### src/rtl/memory_stage_pkg.sv
// Shared encodings for the load/store path: funct3 access sizes, writeback
// select values and the memory-stage FSM states.
package memory_stage_pkg;

    localparam logic [2:0] F3_B  = 3'b000;
    localparam logic [2:0] F3_H  = 3'b001;
    localparam logic [2:0] F3_W  = 3'b010;
    localparam logic [2:0] F3_BU = 3'b100;
    localparam logic [2:0] F3_HU = 3'b101;

    localparam logic [1:0] WB_SEL_ALU  = 2'd0;
    localparam logic [1:0] WB_SEL_LOAD = 2'd1;
    localparam logic [1:0] WB_SEL_NSA  = 2'd2;

    typedef enum logic {
        IDLE = 1'b0,
        WAIT = 1'b1
    } mem_state_e;

    // Size comes from funct3[1:0]; 2'b10 and 2'b11 are both word accesses.
    function automatic logic is_aligned(input logic [2:0] f3, input logic [1:0] lo);
        case (f3[1:0])
            2'b00:   return 1'b1;
            2'b01:   return ~lo[0];
            default: return (lo == 2'b00);
        endcase
    endfunction

endpackage

### src/rtl/memory_stage_load_extend.sv
// Picks the addressed byte/halfword out of a read word and sign- or
// zero-extends it according to funct3.
module load_extend
    import memory_stage_pkg::*;
(
    input  logic [2:0]  funct3_i,
    input  logic [1:0]  addr_lo_i,
    input  logic [31:0] rdata_i,
    output logic [31:0] data_o
);

    logic [31:0] lane;

    always_comb begin
        lane = rdata_i >> {addr_lo_i, 3'b000};
        case (funct3_i)
            F3_B:    data_o = {{24{lane[7]}}, lane[7:0]};
            F3_BU:   data_o = {24'h0, lane[7:0]};
            F3_H:    data_o = {{16{lane[15]}}, lane[15:0]};
            F3_HU:   data_o = {16'h0, lane[15:0]};
            default: data_o = rdata_i;
        endcase
    end

endmodule

### src/rtl/memory_stage.sv
// MEM pipeline stage: issues one data-memory request per load/store, stalls
// upstream until the ack, and feeds the MEM/WB register.
module memory_stage
    import memory_stage_pkg::*;
(
    input  logic        clk,
    input  logic        rst,
    input  logic        load_in,
    input  logic        store_in,
    input  logic        reg_write_in,
    input  logic [31:0] alu_res_in,
    input  logic [31:0] opb_data_in,
    input  logic [1:0]  mem_reg_in,
    input  logic [31:0] next_sel_addr_in,
    input  logic [31:0] instruction_in,
    output logic        dmem_req,
    output logic        dmem_we,
    output logic [31:0] dmem_addr,
    output logic [31:0] dmem_wdata,
    output logic [3:0]  dmem_wmask,
    input  logic        dmem_ack,
    input  logic [31:0] dmem_rdata,
    output logic        stall_out,
    output logic        misaligned_out,
    output logic        reg_write_out,
    output logic [31:0] wb_data_out,
    output logic [4:0]  rd_out,
    output logic [31:0] instruction_out
);

    mem_state_e  state_q, state_d;
    logic        issue, misaligned_d, memop, aligned;
    logic [2:0]  funct3;
    logic [3:0]  wmask_d;
    logic [31:0] wdata_d, wb_data_d, load_data;

    logic        dmem_we_q, misaligned_q, reg_write_q;
    logic [3:0]  dmem_wmask_q;
    logic [31:0] dmem_addr_q, dmem_wdata_q, wb_data_q, instruction_q;
    logic [2:0]  funct3_q;
    logic [1:0]  addr_lo_q;
    logic [4:0]  rd_q;

    assign funct3  = instruction_in[14:12];
    assign memop   = load_in | store_in;
    assign aligned = is_aligned(funct3, alu_res_in[1:0]);

    always_ff @(posedge clk or posedge rst) begin
        if (rst) state_q <= IDLE;
        else     state_q <= state_d;
    end

    always_comb begin
        state_d      = state_q;
        stall_out    = 1'b0;
        issue        = 1'b0;
        misaligned_d = 1'b0;
        case (state_q)
            IDLE: begin
                if (memop && aligned) begin
                    state_d   = WAIT;
                    stall_out = 1'b1;
                    issue     = 1'b1;
                end else if (memop) begin
                    misaligned_d = 1'b1;
                end
            end
            WAIT: begin
                if (dmem_ack) state_d   = IDLE;
                else          stall_out = 1'b1;
            end
            default: state_d = IDLE;
        endcase
    end

    // Store lanes: narrow data is replicated so the mask alone picks the byte.
    always_comb begin
        case (funct3[1:0])
            2'b00: begin
                wmask_d = 4'b0001 << alu_res_in[1:0];
                wdata_d = {4{opb_data_in[7:0]}};
            end
            2'b01: begin
                wmask_d = 4'b0011 << alu_res_in[1:0];
                wdata_d = {2{opb_data_in[15:0]}};
            end
            default: begin
                wmask_d = 4'b1111;
                wdata_d = opb_data_in;
            end
        endcase
    end

    always_ff @(posedge clk or posedge rst) begin
        if (rst) begin
            dmem_we_q    <= 1'b0;
            dmem_wmask_q <= 4'b0;
            dmem_addr_q  <= 32'h0;
            dmem_wdata_q <= 32'h0;
            funct3_q     <= 3'b0;
            addr_lo_q    <= 2'b0;
        end else if (issue) begin
            dmem_we_q    <= store_in;
            dmem_wmask_q <= wmask_d;
            dmem_addr_q  <= {alu_res_in[31:2], 2'b00};
            dmem_wdata_q <= wdata_d;
            funct3_q     <= funct3;
            addr_lo_q    <= alu_res_in[1:0];
        end
    end

    load_extend u_load_extend (
        .funct3_i  (funct3_q),
        .addr_lo_i (addr_lo_q),
        .rdata_i   (dmem_rdata),
        .data_o    (load_data)
    );

    always_comb begin
        case (mem_reg_in)
            WB_SEL_LOAD: wb_data_d = load_data;
            WB_SEL_NSA:  wb_data_d = next_sel_addr_in;
            default:     wb_data_d = alu_res_in;
        endcase
    end

    // MEM/WB register: stalled cycles insert a bubble and hold the payload.
    always_ff @(posedge clk or posedge rst) begin
        if (rst) begin
            misaligned_q  <= 1'b0;
            reg_write_q   <= 1'b0;
            wb_data_q     <= 32'h0;
            rd_q          <= 5'h0;
            instruction_q <= 32'h0;
        end else begin
            misaligned_q <= misaligned_d;
            if (!stall_out) begin
                reg_write_q   <= reg_write_in & ~store_in & ~misaligned_d;
                wb_data_q     <= wb_data_d;
                rd_q          <= instruction_in[11:7];
                instruction_q <= instruction_in;
            end else begin
                reg_write_q <= 1'b0;
            end
        end
    end

    assign dmem_req        = (state_q == WAIT);
    assign dmem_we         = dmem_we_q;
    assign dmem_wmask      = dmem_wmask_q;
    assign dmem_addr       = dmem_addr_q;
    assign dmem_wdata      = dmem_wdata_q;
    assign misaligned_out  = misaligned_q;
    assign reg_write_out   = reg_write_q;
    assign wb_data_out     = wb_data_q;
    assign rd_out          = rd_q;
    assign instruction_out = instruction_q;

endmodule

### config.mk
export PLATFORM = sky130hd
export DESIGN_NAME = memory_stage
export DESIGN_NICKNAME = d
export VERILOG_FILES = /design/src/rtl/memory_stage_pkg.sv /design/src/rtl/memory_stage_load_extend.sv /design/src/rtl/memory_stage.sv
export SDC_FILE = /design/constraint.sdc
export NUM_CORES = 1
export LEC_CHECK = 0
export ABC_AREA = 1
export ABC_CLOCK_PERIOD_IN_PS = 4610
export CORE_ASPECT_RATIO = 1.5
export CORE_MARGIN = 2
export CORE_UTILIZATION = 44
export CTS_BUF_LIST = sky130_fd_sc_hd__clkbuf_4 sky130_fd_sc_hd__clkbuf_8
export DETAILED_ROUTE_END_ITERATION = 12
export HOLD_SLACK_MARGIN = 0.15
export PLACE_DENSITY = 0.82
export SLEW_MARGIN = 20
export SYNTH_ARGS = -nofsm -noshare
export SYNTH_HDL_FRONTEND = slang
export SYNTH_SLANG_ARGS = --single-unit
### constraint.sdc
create_clock -name clk -period 4.61 [get_ports clk]
set_input_delay 0.461 -clock clk [delete_from_list [all_inputs] [get_ports clk]]
set_output_delay 0.461 -clock clk [all_outputs]
set_load 0.01 [all_outputs]
==> summary.md <==
| Metric | Value |
|---|---|
| Detail Route Antenna Nets | 0 |
| GR Util All Layers | 0.276 |
| Worst-skew pair later-pin latency | 0.44 ns |
| Xor/xnor share of the synthesized area | 0 |
| Detailed-route via count | 7338 |
| Top area cells in the synthesized netlist | dfrtp_1, nand2_1, a21oi_1 |
| Final min period | 3.27 ns |
| Fin crit share | 0.708 |
| Register Area | 3480 sq um |
| Synth Area in Compound Gates | 0.125 |
| Nets | 1404 |
| Die width | 107 microns |
| Most frequent cells in the layout | nand2_1, clkdlybuf4s50_1, dfrtp_1 |
| Yosys top cell by area | dfrtp_1 |
| Worst hold stages | 2 |
| PnR worst setup slack | 1.34 ns |
| Ys Warns | 0 |
| Drt via density | 5.06 |
| Static leakage | 0.00506 uW |
| Synthesized area | 7020 sq um |
| Reg clk slew, reported paths | 0.07 ns |
| Max Slew Vio Count | 0 |
| Post-Place Setup Slack | 1.35 ns |
| Gpl congestion | 0.882 |
| Number of max-cap violations | 0 |
| DRT Pass-1 Iters | 5 |
| Core area | 15600 sq um |
| WL/cell | 16.2 microns |
| PostCTS Resize Cnt | 0 |
| Max Clock Skew | 0.0181 ns |
| Delay of the slowest critical-path stage | 0.86 ns |
| Total die area | 17000 sq um |
| CP cell instances | clkdlybuf4s50_1 -> nor2_8 -> nand2_2 -> nand3_4 -> nand2_4 -> clkdlybuf4s50_1 |
| Status | complete, no violations |
| Area of the multi-input gates | 2990 sq um |
| Ports | 310 |
| Multiplexer share of the synthesized area | 0 |
| Hold Slack | 0.482 ns |
| Share of layout cells above drive strength 1 | 0.0425 |
| HPWL after DPL | 16.9 mm |
| Global-route wire length before repair | 36.8 mm |
| WL final | 23.5 mm |
| GRT overflow | 0 |
| Setup TNS | 0 ns |
| Crit start category | input port |
| Synth top area share | 0.495 |
| Slew @ Worst Pin | 0.913 ns |
| FMAX | 306 MHz |
| Final hold viol count | 0 |
| Reg2Reg Setup Slack | 2.35 ns |
| Synth-to-Final Area Change | 49.7% |
| Vias in the first global route | 7085 |
| Pwr dens | 448 nW/um^2 |
| Antenna cells | 0 |
| Setup Fix Bufs, Post-CTS | 0 |
| Peak supply drop | 0.263 mV |
| CP dominant cell by count | clkdlybuf4s50_1 |
| Distinct cells, synth | 26 |
| Worst path arrival time | 2.80 ns |
| Slowest-stage cell, CP | clkdlybuf4s50_1 |
| Crit Path Class | input port to output port |
| Largest net degree at the start of global routing | 98 |
| Crit end category | output port |
| Root Driver | clkbuf_8 |
| Synthesis-stage register bit count | 139 |
| Simple-gate share of the synthesized area | 0.292 |
| Commonest non-fill, non-tap cell in the layout | nand2_1 |
| Port bufs | 307 |
| Clock Path Buffers | 2 |
| Main combinational cell family by area after synthesis | simple AND/OR/NAND/NOR gates |
| Drt drc | 0 |
| Crit Path Max Fanout | 47 |
| Cell row count | 56 |
| Cell count after synthesis | 964 |
| RSZ-0062 raised after global routing | no |
| Sink Count | 139 |
| Initial DRC count | 414 |
| Starting Density | 0.449 |
| CTS tree | built |
| Adder-cell share of the synthesized area | 0.00356 |
| Worst Hold Class | register to register |
| Hold Buf Count CTS | 0 |
| Inserted Clock Buffers | 17 |
| Slew headroom | 0.391 |
| Vert. Die Dim | 159 microns |
| Final-report setup violation count | 0 |
| CTS H-tree depth | 4 |
| Data required time of the worst path | 4.15 ns |
| Sequential share of the synthesized area | 0.495 |
| Antenna violations before repair | 0 |
| Reg2reg path depth | 9 |
| Layout fillers | 1306 |
| Synthesized area per cell | 7.29 sq um |
## synth_stat cells (all sizes together)
cell    number
a21boi       1
a21oi       90
a31oi       13
a41oi        4
buf         40
clkbuf      23
conb         1
dfrtp      139
ha           2
inv         69
nand2      439
nand3       37
nor2        44
nor3         1
nor4         1
o21ai       59
o21bai       1
## layout make-up
cell class,instances,area share
inverter,69,0.0251
clock inverter,13,0.0146
timing repair buffer,313,0.296
clock buffer,19,0.0249
multi-input combinational,694,0.284
sequential,139,0.331
tap,203,0.0242
## report_power, final
part	leakage [uW]	switching, uW	internal (uW)	total (uW)
Sequential	0.00169	228	1540	1770
Combinational	0.00317	945	939	1880
Clock	0.000204	529	524	1050
Total	0.00506	1700	3010	4710
## routing by layer
layer	share of wire	up-vias	global-route usage
li1	-	3562	-
met1	0.38	3389	0.328
met2	0.52	331	0.478
met3	0.071	56	0.0550
met4	0.036	0	0.120
met5	0	-	0
## path summary, 6_finish.rpt
| path | start | endpoint |
|---|---|---|
| setup / recovery | instruction_in[13] | stall_out |
| hold / removal | wb_data_out[24]$_DFFE_PP0N_ | wb_data_out[24]$_DFFE_PP0N_ |
| setup reg to reg | addr_lo_q[0]$_DFFE_PP0P_ | wb_data_out[22]$_DFFE_PP0N_ |
| hold reg to reg | wb_data_out[24]$_DFFE_PP0N_ | wb_data_out[24]$_DFFE_PP0N_ |
| max in group asynchronous | rst | dmem_addr[23]$_DFFE_PP0P_ |
| min in group asynchronous | rst | instruction_out[29]$_DFFE_PP0N_ |
## logic make-up after synthesis
logic type                 after synthesis
and+or+nand+nor                        522
AOI/OAI and AO/OA                      168
DFF                                    139
buffers and inverters                  132
adders and majority gates                2
other                                    1
## stage by stage
step	total power (uW)	cells	util	instance area [sq um]
after floorplan	2650	965	-	7030
after global placement	3620	1418	0.646	10100
after detailed placement	3670	1418	0.646	10100
after CTS	4730	1450	0.672	10500
after global routing	4980	1450	0.673	10500
final	4710	1450	0.673	10500
## critical path: cells and delay by family
family,cells,cell delay [ns]
buffers and inverters,2,1.51
AND/OR/NAND/NOR,4,0.82
## flip-flops by register name (all words and copies together) (netlist names)
signal,cells
dmem_wdata,32
dmem_req,1
wb_data_out,32
funct3_q,3
misaligned_out,1
dmem_addr,30
dmem_wmask,4
instruction_out,32
reg_write_out,1
addr_lo_q,2
dmem_we,1
Power figures use the tool's default switching activity.
